$ cat config.mk
export PLATFORM = sky130hd
export DESIGN_NAME = and_gate_share_arb
export DESIGN_NICKNAME = d
export VERILOG_FILES = /design/src/rtl/and_gate_share_arb.sv
export SDC_FILE = /design/constraint.sdc
export NUM_CORES = 1
export LEC_CHECK = 0
export ABC_AREA = 1
export BUFFER_PORTS_ARGS = -buffer_cell sky130_fd_sc_hd__buf_2
export CAP_MARGIN = 5
export CORE_MARGIN = 1
export CORE_UTILIZATION = 35
export CTS_CLUSTER_SIZE = 20
export DETAILED_ROUTE_END_ITERATION = 8
export PLACE_DENSITY = 0.65
export SYNTH_ARGS = -nofsm -noshare
export SYNTH_HDL_FRONTEND = slang
export SYNTH_SLANG_ARGS = --single-unit
$ cat constraint.sdc
create_clock -name CLK -period 1.6 [get_ports CLK]
set_input_delay 0 -clock CLK [delete_from_list [all_inputs] [get_ports CLK]]
set_output_delay 0 -clock CLK [all_outputs]
set_load 0.02 [all_outputs]
$ cat src/rtl/and_gate_share_arb.sv
// and_gate_share_arb: round-robin arbiter sharing one registered AND datapath among NUM_REQ requesters
// Optional feature macro AND_ARB_GRANT_CNT_EN adds a 16-bit saturating GRANT_CNT output.
module and_gate_share_arb #(
  parameter int NUM_REQ = 4,
  parameter int WIDTH   = 1,
  parameter int ID_W    = 2
) (
  input  logic                     CLK,
  input  logic                     RESET_N,
  input  logic [NUM_REQ-1:0]       REQ_VALID,
  output logic [NUM_REQ-1:0]       REQ_READY,
  input  logic [NUM_REQ*WIDTH-1:0] REQ_A,
  input  logic [NUM_REQ*WIDTH-1:0] REQ_B,
  output logic                     RSP_VALID,
  input  logic                     RSP_READY,
  output logic [WIDTH-1:0]         RSP_Y,
  output logic [ID_W-1:0]          RSP_ID
`ifdef AND_ARB_GRANT_CNT_EN
  ,
  output logic [15:0]              GRANT_CNT
`endif
);
  typedef enum logic {IDLE, HOLD} state_t;
  state_t r_state, w_state_nxt;
  logic [ID_W-1:0] r_ptr, r_id, w_g, w_ptr_nxt;
  logic [WIDTH-1:0] r_y, w_y;
  logic [2*NUM_REQ-1:0] w_dbl;
  logic [NUM_REQ-1:0] w_rot;
  logic w_found, w_accept_ok, w_accept;
  int w_gi;
  // Rotate requests so the search always starts at bit 0 = requester PTR
  assign w_dbl = {REQ_VALID, REQ_VALID} >> r_ptr;
  assign w_rot = w_dbl[NUM_REQ-1:0];
  // Find the first valid requester at or after PTR, wrapping around
  always_comb begin
    w_found = 1'b0;
    w_gi = 0;
    for (int k = 0; k < NUM_REQ; k++)
      if (!w_found && w_rot[k]) begin
        w_found = 1'b1;
        w_gi = (k + int'(r_ptr)) % NUM_REQ;
      end
  end
  assign w_g         = ID_W'(w_gi);
  assign w_ptr_nxt   = ID_W'((w_gi + 1) % NUM_REQ);
  assign w_accept_ok = RESET_N && (r_state == IDLE || RSP_READY);
  assign w_accept    = w_accept_ok && w_found;
  assign REQ_READY   = w_accept ? (NUM_REQ'(1) << w_gi) : '0;
  assign w_y         = WIDTH'(REQ_A >> (w_gi * WIDTH)) & WIDTH'(REQ_B >> (w_gi * WIDTH));
  // Next state: accept fills the register, a drain with no accept empties it
  always_comb begin
    w_state_nxt = r_state;
    w_state_nxt = w_accept ? HOLD : (r_state == HOLD && RSP_READY) ? IDLE : r_state;
  end
  // State register
  always_ff @(posedge CLK or negedge RESET_N)
    if (!RESET_N) r_state <= IDLE;
    else r_state <= w_state_nxt;
  // Result register and round-robin pointer update on accept
  always_ff @(posedge CLK or negedge RESET_N)
    if (!RESET_N) begin
      r_y   <= '0;
      r_id  <= '0;
      r_ptr <= '0;
    end else if (w_accept) begin
      r_y   <= w_y;
      r_id  <= w_g;
      r_ptr <= w_ptr_nxt;
    end
  assign RSP_VALID = (r_state == HOLD);
  assign RSP_Y     = r_y;
  assign RSP_ID    = r_id;
`ifdef AND_ARB_GRANT_CNT_EN
  logic [15:0] r_cnt;
  // Saturating count of accepted requests
  always_ff @(posedge CLK or negedge RESET_N)
    if (!RESET_N) r_cnt <= '0;
    else if (w_accept && r_cnt != 16'hFFFF) r_cnt <= r_cnt + 16'd1;
  assign GRANT_CNT = r_cnt;
`else
`endif
endmodule

==> results of run 1 <==
layout by cell type (no fill, tap or decap), drive strengths merged:
master       count
buf             44
nand2           43
inv             23
nand3           14
nor2             9
dfrtp            6
clkbuf           4
ha               4
o21ai            3
nand4            2
a21oi            1
xnor2            1
o21a             1
dlygate4sd3      1
worst reg2reg max path, cell delays in order, from the launching register on:
cell	delay, ns
dfrtp_2	0.44
buf_12	0.16
nand2_2	0.09
nand3_4	0.09
nand2_4	0.10
nor2_4	0.04
nand2_2	0.07
nand2_1	0.07
nor2_2	0.14
nand2_2	0.13
buf_4	0.16
buf_4	0.12
nand3_2	0.07
nand3_2	0.07
nand2_1	0.05
logic make-up (layout without fill, tap and decap cells):
group | after synthesis | after routing
and+or+nand+nor | 68 | 68
buffers and inverters | 24 | 72
DFF | 6 | 6
AOI/OAI and AO/OA | 5 | 5
adders and majority gates | 4 | 4
xor gates and xnor gates | 1 | 1
synthesized netlist by cell type:
library cell	count
inv_2	3
buf_6	1
ha_1	4
nor2_1	9
dfrtp_1	6
nand2_8	1
o21ai_1	1
nand3_2	4
o21a_1	1
nand2_1	37
nand2_2	5
a21oi_1	1
nand3_1	10
o21ai_2	1
xnor2_1	1
o21ai_0	1
nand4_1	2
inv_1	19
inv_4	1
how the worst max path moves through the flow:
stage	from	to	slack [ns]	cells after the start
final	r_ptr[0]$_DFFE_PN0P_	REQ_READY[3]	-0.43	13
after detailed placement	r_ptr[0]$_DFFE_PN0P_	r_ptr[1]$_DFFE_PN0P_	-0.16	10
after floorplan	r_ptr[0]$_DFFE_PN0P_	r_ptr[1]$_DFFE_PN0P_	-0.02	12
after CTS	r_ptr[0]$_DFFE_PN0P_	REQ_READY[1]	-0.33	13
after global placement	r_ptr[0]$_DFFE_PN0P_	r_ptr[1]$_DFFE_PN0P_	-0.11	12
after global routing	r_ptr[0]$_DFFE_PN0P_	REQ_READY[1]	-0.55	13
final cells by class:
cell class / count / area share (%)
Timing Repair Buffer: 45 / 25.4
Clock buffer: 4 / 2.09
Sequential cell: 6 / 12.2
Inverter: 23 / 7.67
Multi-Input combinational cell: 78 / 50.2
Tap cell: 25 / 2.49
stage by stage:
stage / setup TNS (ns) / area [um^2] / instances / util (%)
after floorplan: -0.0436 / 711 / 108 / -
after global placement: -0.455 / 966 / 169 / 54.8
after detailed placement: -0.792 / 966 / 169 / 54.8
after CTS: -1.64 / 1080 / 176 / 61.0
after global routing: -3.55 / 1260 / 181 / 71.2
final: -2.67 / 1260 / 181 / 71.2
power by group through the flow:
stage	clock network (mW)	registers, mW	logic (mW)
6_report	0.163	0.294	2.71
5_1_grt	0.174	0.306	2.92
4_1_cts	0.162	0.297	1.98
2_1_floorplan	0	0.328	1.07
3_5_place_dp	0	0.291	1.75
3_3_place_gp	0	0.287	1.72
routing by layer:
metal,vias to the layer above,GRT usage [%],share of wire [%]
li1,428,-,-
met1,400,22.7,45
met2,19,30.0,52
met3,3,3.57,2.2
met4,0,9.70,1.0
met5,-,0,0
repair_timing:
action                                  in CTS  in global routing
endpoints found under the setup margin       9                  9
setup buffers                                2                  6
hold buffers                                 1                  0
endpoints found under the hold margin        6                  0
gates resized for setup                     18                 34
pin swaps                                   14                 16
sequential cells by signal, summed over array words and instances (netlist names):
name and count:
RSP_ID 2, r_ptr 2, RSP_VALID 1, RSP_Y 1
==> metrics.txt, run 1 <==
outcome=complete, but fails checks; failing checks=setup timing; # DRC=0; # setup viols final=9; first-pass GRT wire length=2.79 mm; Lkg Pwr=0.690 nW; main combinational cell family by area after synthesis=simple AND/OR/NAND/NOR gates; WP data required=1.60 ns; Max Fclk=0.493 GHz; Worst R2R Path Depth=14; post-synthesis cell area=667 um^2; WS Path Type=reg -> out; Post-Route WL=2.09 mm; Peak VDD IR=around 1200 uV; filler instances=138; Post-DRT Antenna Nets=0; Flop pwr share=roughly a tenth; Final min period=~2 ns; final hold slack=roughly 0.10 ns; CP arrival=2.03 ns; DR WL/cell=approximately 12 um; I/O Buffers=22; Layout Skew=0.0137 ns; Slew Limit Fails=0; crit-path cells=buf_12 > nand2_2 > nand3_4 > nand2_4 > nor2_4 > nand2_2 > nand2_1 > nor2_2 > nand2_2 > ha_4 > inv_2 > nor2_1 > buf_4; FF+latch count, synth=6; via count=850; Synthesized Nets=127; slowest CP cell=dfrtp_2; Pwr Total=3.17 mW; Logic pwr share=around 86%; largest net degree at the start of global routing=8; Mean Syn Cell Area=6.17 um^2; area leader, netlist=dfrtp_1; DRT Pass-1 Iters=4; CTS buffer count=3; largest cells by area after synthesis=dfrtp_1 23%, nand2_1 21%, inv_1 11%; area delta synth->final=88.4%; HPWL after DPL=approximately 1.3 mm; Core Region=1760 um^2; Die Ht=45.7 um; CTS tree=built; RSZ-0062 raised after global routing=yes; CTS clk-pin slew, worst paths=0.06 ns; FP Rows=15; layout cell share with drive strength beyond 1=64.7%; Initial Util=37.8%; Crit. End Element=primary output; cell family with most CP delay=simple AND/OR/NAND/NOR gates; initial antenna violation count=0; compound-cell area share of the yosys netlist=around 4.7%; r2r startpoint=r_ptr[0]$_DFFE_PN0P_; switching pwr=around 1.6 mW; CP startpoint kind=flop; PwrDens=between 2000 and 3000 nW/um^2; RR Endpoint=RSP_Y$_DFFE_PN0P_; GR Util All Layers=about 18%; area of the multi-input gates=631 um^2; die area=between 2000 and 2500 um^2; final hold vios=0; R2R setup slack=-0.28 ns; crit-path max FO=6; FF/Latch Area=153 um^2; IO Count=23; Max Cap Viol=0; Post-Syn Instances=108; vias in the first global route=774; vias per cell=4.70; worst stage delay on the critical path=between 0.4 and 0.5 ns; gpl congestion=0.872; clock tree sinks=6; Synth Warn #=0; worst-skew pair later-pin latency=0.26 ns; Crit path top cell by count=nand2_2; Yosys top cell area share=22.5%; clock power share=5.1%; pre-CTS setup slack=-0.162 ns; Iter 0 DRT Violations=11; htree depth=1; Int Pwr=between 1.5 and 2 mW; grt total ovfl=0; CTS max path bufs=2; Die Wd=45.7 um; post-synthesis xor/xnor area fraction=1.31%; Tcrit/Tclk final=127%; CTS root buf=clkbuf_4; CP bufs+invs=3; distinct cell type count after synthesis=19; final setup margin=-0.429 ns; mux share of post-synthesis cell area=0%; worst hold path class=in -> async; Worst slew margin=86.0%; Seq/Total Area, Yosys=22.5%; post-synthesis adder-cell area fraction=7.50%; Worst-Margin Slew=between 0.2 and 0.25 ns; switching share of power=49.9%; post-synthesis simple-gate area fraction=49.0%; Nets=about 180; diode count=0
(Power assumes the default switching activity.)
==> run 2, diff against run 1 <==
--- a/config.mk
+++ b/config.mk
@@ -13,6 +13,7 @@
 export CTS_CLUSTER_SIZE = 20
 export DETAILED_ROUTE_END_ITERATION = 8
 export PLACE_DENSITY = 0.65
+export REMOVE_ABC_BUFFERS = 1
 export SYNTH_ARGS = -nofsm -noshare
 export SYNTH_HDL_FRONTEND = slang
 export SYNTH_SLANG_ARGS = --single-unit
==> metrics.txt, run 2 (synthesized netlist as in run 1, its figures left out) <==
Core Region=1760 um^2; Worst-Margin Slew=between 0.2 and 0.25 ns; vias per cell=4.52; post-route cell area=1230 um^2; FP Rows=15; GR Util All Layers=18.4%; initial antenna violation count=0; vias in the first global route=735; Final min period=1.96 ns; crit-path max FO=6; crit path launch=r_ptr[0]$_DFFE_PN0P_; final core utilization=69.7%; Iter 0 DRT Violations=14; WP data required=1.60 ns; grt total ovfl=0; CTS max path bufs=2; IO Count=23; die area=2080 um^2; layout cell share with drive strength beyond 1=61.5%; CP arrival=1.96 ns; via count=818; Initial Util=37.8%; Nets=177; RSZ-0062 raised after global routing=yes; failing checks=setup timing; Max Fclk=0.510 GHz; R2R setup slack=-0.22 ns; Post-DRT Antenna Nets=0; Crit. End Element=primary output; Max Cap Viol=0; final hold slack=0.140 ns; final hold vios=0; Total Neg Setup Slack=-2.05 ns; DR WL/cell=10.6 um; Die Ht=45.7 um; CTS root buf=clkbuf_4; Die Wd=45.7 um; DR WL met2=1.02 mm; Placed Area=approximately 920 um^2; htree depth=1; Worst slew margin=a little over four fifths; Worst R2R Path Depth=15; commonest non-fill, non-tap cells in the layout=21 x nand2_1, 18 x buf_2, 18 x buf_4; # setup viols final=9; Layout Skew=0.00203 ns; r2r startpoint=r_ptr[0]$_DFFE_PN0P_; DR top layer=met3; outcome=complete, but fails checks; final setup margin=-0.360 ns; CTS clk-pin slew, worst paths=0.04 ns; Tcrit/Tclk final=123%; end of the critical path=REQ_READY[0]; Post-Route WL=1.92 mm; RR Endpoint=RSP_Y$_DFFE_PN0P_; gpl congestion=0.918; PwrDens=approximately 2400 nW/um^2; area delta synth->final=84.4%; Slew Limit Fails=0; worst-skew pair later-pin latency=about 0.24 ns; Peak VDD IR=1240 uV; met3 wire len=45 um; Lkg Pwr=0.692 nW; worst hold path class=in -> async; pre-CTS setup slack=-0.143 ns; HPWL after DPL=1.21 mm; WS Path Type=reg -> out; diode count=0; # DRC=0; I/O Buffers=22; first-pass GRT wire length=2.84 mm; wl on met1=859 um; CTS buffer count=3; commonest non-fill, non-tap cell in the layout=nand2_1; CP startpoint kind=flop; largest net degree at the start of global routing=9; clock tree sinks=6; DRT Pass-1 Iters=4; CTS tree=built
[run 2: layer usage]
metal | up-vias | GRT usage (%)
li1 | 425 | -
met1 | 377 | 21.1
met2 | 16 | 35.4
met3 | 0 | 1.19
met4 | 0 | 5.45
met5 | - | 0
[run 2: power breakdown]
group          leakage (nW)  internal (mW)  switching (mW)
clock network        0.0138         0.0845          0.0497
logic                 0.608           1.19            1.29
registers            0.0707          0.224          0.0860
[run 2: final cells by class]
cell class                 instances  area, um^2
multi-input combinational         78         586
timing repair buffer              46         345
fill                             140         534
inverter                          23        93.8
sequential                         6         151
tap                               25        31.3
clock buffer                       3        22.5
[run 2: critical path, cell delays in order, from the launching register on]
cell	delay, ns
dfrtp_1	0.41
inv_2	0.15
nand2_2	0.11
nand3_4	0.10
nand2_4	0.08
nor2_4	0.14
nor2_2	0.05
nand2_2	0.08
nand2_2	0.08
buf_6	0.13
ha_1	0.18
inv_1	0.05
nor2_1	0.04
buf_4	0.14
[run 2: what timing repair did]
item                                    4_1_cts  5_1_grt
cloned                                        0        0
buffers inserted                              5        3
pin swaps                                    17       10
hold buffers                                  1        0
resized for setup                            39       22
endpoints found under the setup margin        9        9
hold endpoints to repair                      6        0
[run 2: worst min-delay path by stage]
stage / endpoint / cells past startpoint
after global routing: RSP_ID[0]$_DFFE_PN0P_ / 2
after detailed placement: RSP_VALID$_DFFE_PN0P_ / 1
final: RSP_ID[0]$_DFFE_PN0P_ / 2
after floorplan: RSP_ID[0]$_DFFE_PN0P_ / 0
after global placement: RSP_VALID$_DFFE_PN0P_ / 1
after CTS: RSP_VALID$_DFFE_PN0P_ / 2
[run 2: metrics by stage]
stage / power [mW] / std cells
after floorplan: 1.26 / 107
after global placement: 1.91 / 169
after detailed placement: 1.93 / 169
after CTS: 2.55 / 178
after global routing: 3.16 / 181
final: 2.92 / 181
==> run 3, diff against run 2 <==
--- a/config.mk
+++ b/config.mk
@@ -5,14 +5,14 @@
 export SDC_FILE = /design/constraint.sdc
 export NUM_CORES = 1
 export LEC_CHECK = 0
-export ABC_AREA = 1
+export ABC_AREA = 0
 export BUFFER_PORTS_ARGS = -buffer_cell sky130_fd_sc_hd__buf_2
 export CAP_MARGIN = 5
 export CORE_MARGIN = 1
 export CORE_UTILIZATION = 35
 export CTS_CLUSTER_SIZE = 20
 export DETAILED_ROUTE_END_ITERATION = 8
-export PLACE_DENSITY = 0.65
+export PLACE_DENSITY = 0.69
 export REMOVE_ABC_BUFFERS = 1
 export SYNTH_ARGS = -nofsm -noshare
 export SYNTH_HDL_FRONTEND = slang
==> metrics.txt, run 3 <==
outcome=complete, but fails checks; failing checks=setup timing; CTS tree=built; Worst R2R Path Depth=6; Core Region=~1200 um^2; Synth Flop Type=dfrtp_1; CP bufs+invs=2; Total Neg Setup Slack=-0.261 ns; vias in the first global route=around 470; area delta synth->final=68.2%; final core utilization=about two thirds; Async S/R FF share, synth=100%; CTS clk-pin slew, worst paths=~0.050 ns; placed insts=86; Max Cap Viol=0; FF/Latch Area=150 um^2; Worst Hold Path Cells=3; DRT Pass-1 Iters=4; Tcrit/Tclk final=104%; Worst-Margin Slew=about 0.56 ns; busiest layer in global routing=met2; CTS max path bufs=2; CTS root buf=clkbuf_4; CP startpoint kind=flop; met2 usage=37.3%; final setup margin=-0.0667 ns; Pwr Total=950 uW; GR Util All Layers=20.0%; htree depth=1; slowest CP cell=dfrtp_1; Peak VDD IR=683 uV; clock tree sinks=6; CP arrival=around 1.7 ns; area of the multi-input gates=315 um^2; commonest non-fill, non-tap cell in the layout=buf_2; DR WL/cell=12.0 um; hold path start=RESET_N; gpl congestion=0.668; FF+latch count, synth=6; Iter 0 DRT Violations=4; Seq/Total Area, Yosys=32.9%; Post-Layout Cell Count=between 90 and 100; RSZ-0062 raised after global routing=yes; post-synthesis cell area=roughly 460 um^2; HPWL after DPL=756 um; # DRC=0; first-pass GRT wire length=around 2.0 mm; Initial Util=39.5%; # setup viols final=5; WS Path Type=reg -> out; crit-path cells=a21o_1 > a21oi_2 > o22a_4 > inv_2 > ha_1 > and2_4 > buf_6; Worst slew margin=62.2%; Post-Syn Instances=a little under 50; R2R setup slack=-0.05 ns; Synth Warn #=0; Post-DRT Antenna Nets=0; crit-path max FO=5; filler instances=104; RR Endpoint=RSP_Y$_DFFE_PN0P_; CTS buffer count=3; WP data required=1.60 ns; via count=roughly 470; grt total ovfl=0; worst stage delay on the critical path=0.41 ns; FP Rows=12; cell family with most CP delay=compound AO/OA/AOI/OAI gates; Nets=around 110; distinct cell type count after synthesis=21; largest net degree at the start of global routing=12; r2r startpoint=r_ptr[0]$_DFFE_PN0P_; IO Count=23; Die Wd=roughly 38 um; largest cells by area after synthesis=dfrtp_1 33%, ha_1 11%, mux2_2 7.4%; Final min period=1.67 ns; EDFF count, synth=0; layout cell share with drive strength beyond 1=64.7%; worst hold path class=in -> reg; global-route met3 utilization=about 3.5%; Post-Route WL=1.19 mm; vias per cell=approximately 4.8; commonest non-fill, non-tap cells in the layout=18 x buf_2, 9 x buf_4, 6 x dfrtp_1, 6 x nand2_1; Hold Path Sink=RSP_VALID$_DFFE_PN0P_; Lkg Pwr=about 0.4 nW; Crit. End Element=primary output; worst-skew pair later-pin latency=between 0.2 and 0.25 ns; Max Fclk=0.600 GHz; die area=1450 um^2; Yosys top cell area share=32.9%; diode count=0; most instantiated library cell after synthesis=inv_1; I/O Buffers=22; Slew Limit Fails=0; PwrDens=between 1000 and 1500 nW/um^2; Layout Skew=0.00118 ns; final hold vios=0; met1 Use GR=between 20% and 30%; synth cell count leaders=7 x inv_1, 6 x dfrtp_1, 6 x nand2_1, 4 x and2_1, 4 x ha_1; area leader, netlist=dfrtp_1; Die Ht=roughly 38 um; Mean Syn Cell Area=9.32 um^2; initial antenna violation count=0
[run 3: changes by cell type in the layout (fill, tap and decap cells not counted), sizes merged, moves of 8 or more]
cell / previous run / this run
buf: 45 / 32
nand3: 14 / 0
inv: 23 / 7
nor2: 9 / 1
nand2: 43 / 6
[run 3: worst max-delay path by stage]
stage | from | endpoint | slack, ns | cells past startpoint
after floorplan | r_ptr[0]$_DFFE_PN0P_ | r_ptr[1]$_DFFE_PN0P_ | 0.03 | 5
after global placement | r_ptr[0]$_DFFE_PN0P_ | r_ptr[1]$_DFFE_PN0P_ | 0.05 | 5
after detailed placement | r_ptr[1]$_DFFE_PN0P_ | r_ptr[1]$_DFFE_PN0P_ | -0.003 | 5
after CTS | r_ptr[0]$_DFFE_PN0P_ | REQ_READY[0] | -0.03 | 7
after global routing | r_ptr[0]$_DFFE_PN0P_ | REQ_READY[2] | -0.15 | 8
final | r_ptr[1]$_DFFE_PN0P_ | REQ_READY[1] | -0.07 | 7
[run 3: repair_timing]
action / in CTS / in global routing
buffers inserted: 7 / 1
hold buffers: 2 / 0
endpoints found under the setup margin: 5 / 9
pin swaps: 5 / 3
hold endpoints to repair: 7 / 0
resized for setup: 22 / 1
[run 3: per-stage QoR]
| step | instance area, um^2 | setup WS (ns) | hold WS, ns |
|---|---|---|---|
| after global placement | 592 | 0.0458 | -0.0767 |
| after floorplan | 449 | 0.0309 | -0.296 |
| after global routing | 768 | -0.151 | 0.0965 |
| final | 768 | -0.0667 | 0.109 |
| after detailed placement | 592 | -0.00329 | -0.0744 |
| after CTS | 757 | -0.0350 | 0.0412 |
[run 3: cell type report]
cell class,count,area share [%]
inverter,7,3.75
sequential,6,19.5
multi-input combinational,35,41.0
tap,14,2.28
timing repair buffer,34,30.5
clock buffer,3,2.93
[run 3: logic make-up (layout without fill, tap and decap cells)]
| family | Yosys count | after routing | synth area share (%) |
|---|---|---|---|
| buffers and inverters | 8 | 44 | 7.40 |
| DFF | 6 | 6 | 32.9 |
| muxes | 4 | 4 | 10.7 |
| adders and majority gates | 4 | 4 | 11.0 |
| and+or+nand+nor | 15 | 15 | 17.3 |
| AOI/OAI and AO/OA | 12 | 12 | 20.8 |
[run 3: routing by layer]
layer	part of all wire [%]	vias to the layer above	wire length [um]
li1	-	235	-
met1	42	223	495
met2	54	14	639
met3	4.3	0	51
met4	0	0	0
met5	0	-	0
[run 3: power breakdown]
| group | switching, mW | internal (mW) | total, mW |
|---|---|---|---|
| registers | 0.0400 | 0.203 | 0.243 |
| clock network | 0.0533 | 0.0848 | 0.138 |
| logic | 0.248 | 0.321 | 0.569 |
[run 3: worst min-delay path: stages]
cell	delay, ns
buf_2	0.10
o41ai_1	0.11
o21ai_0	0.09
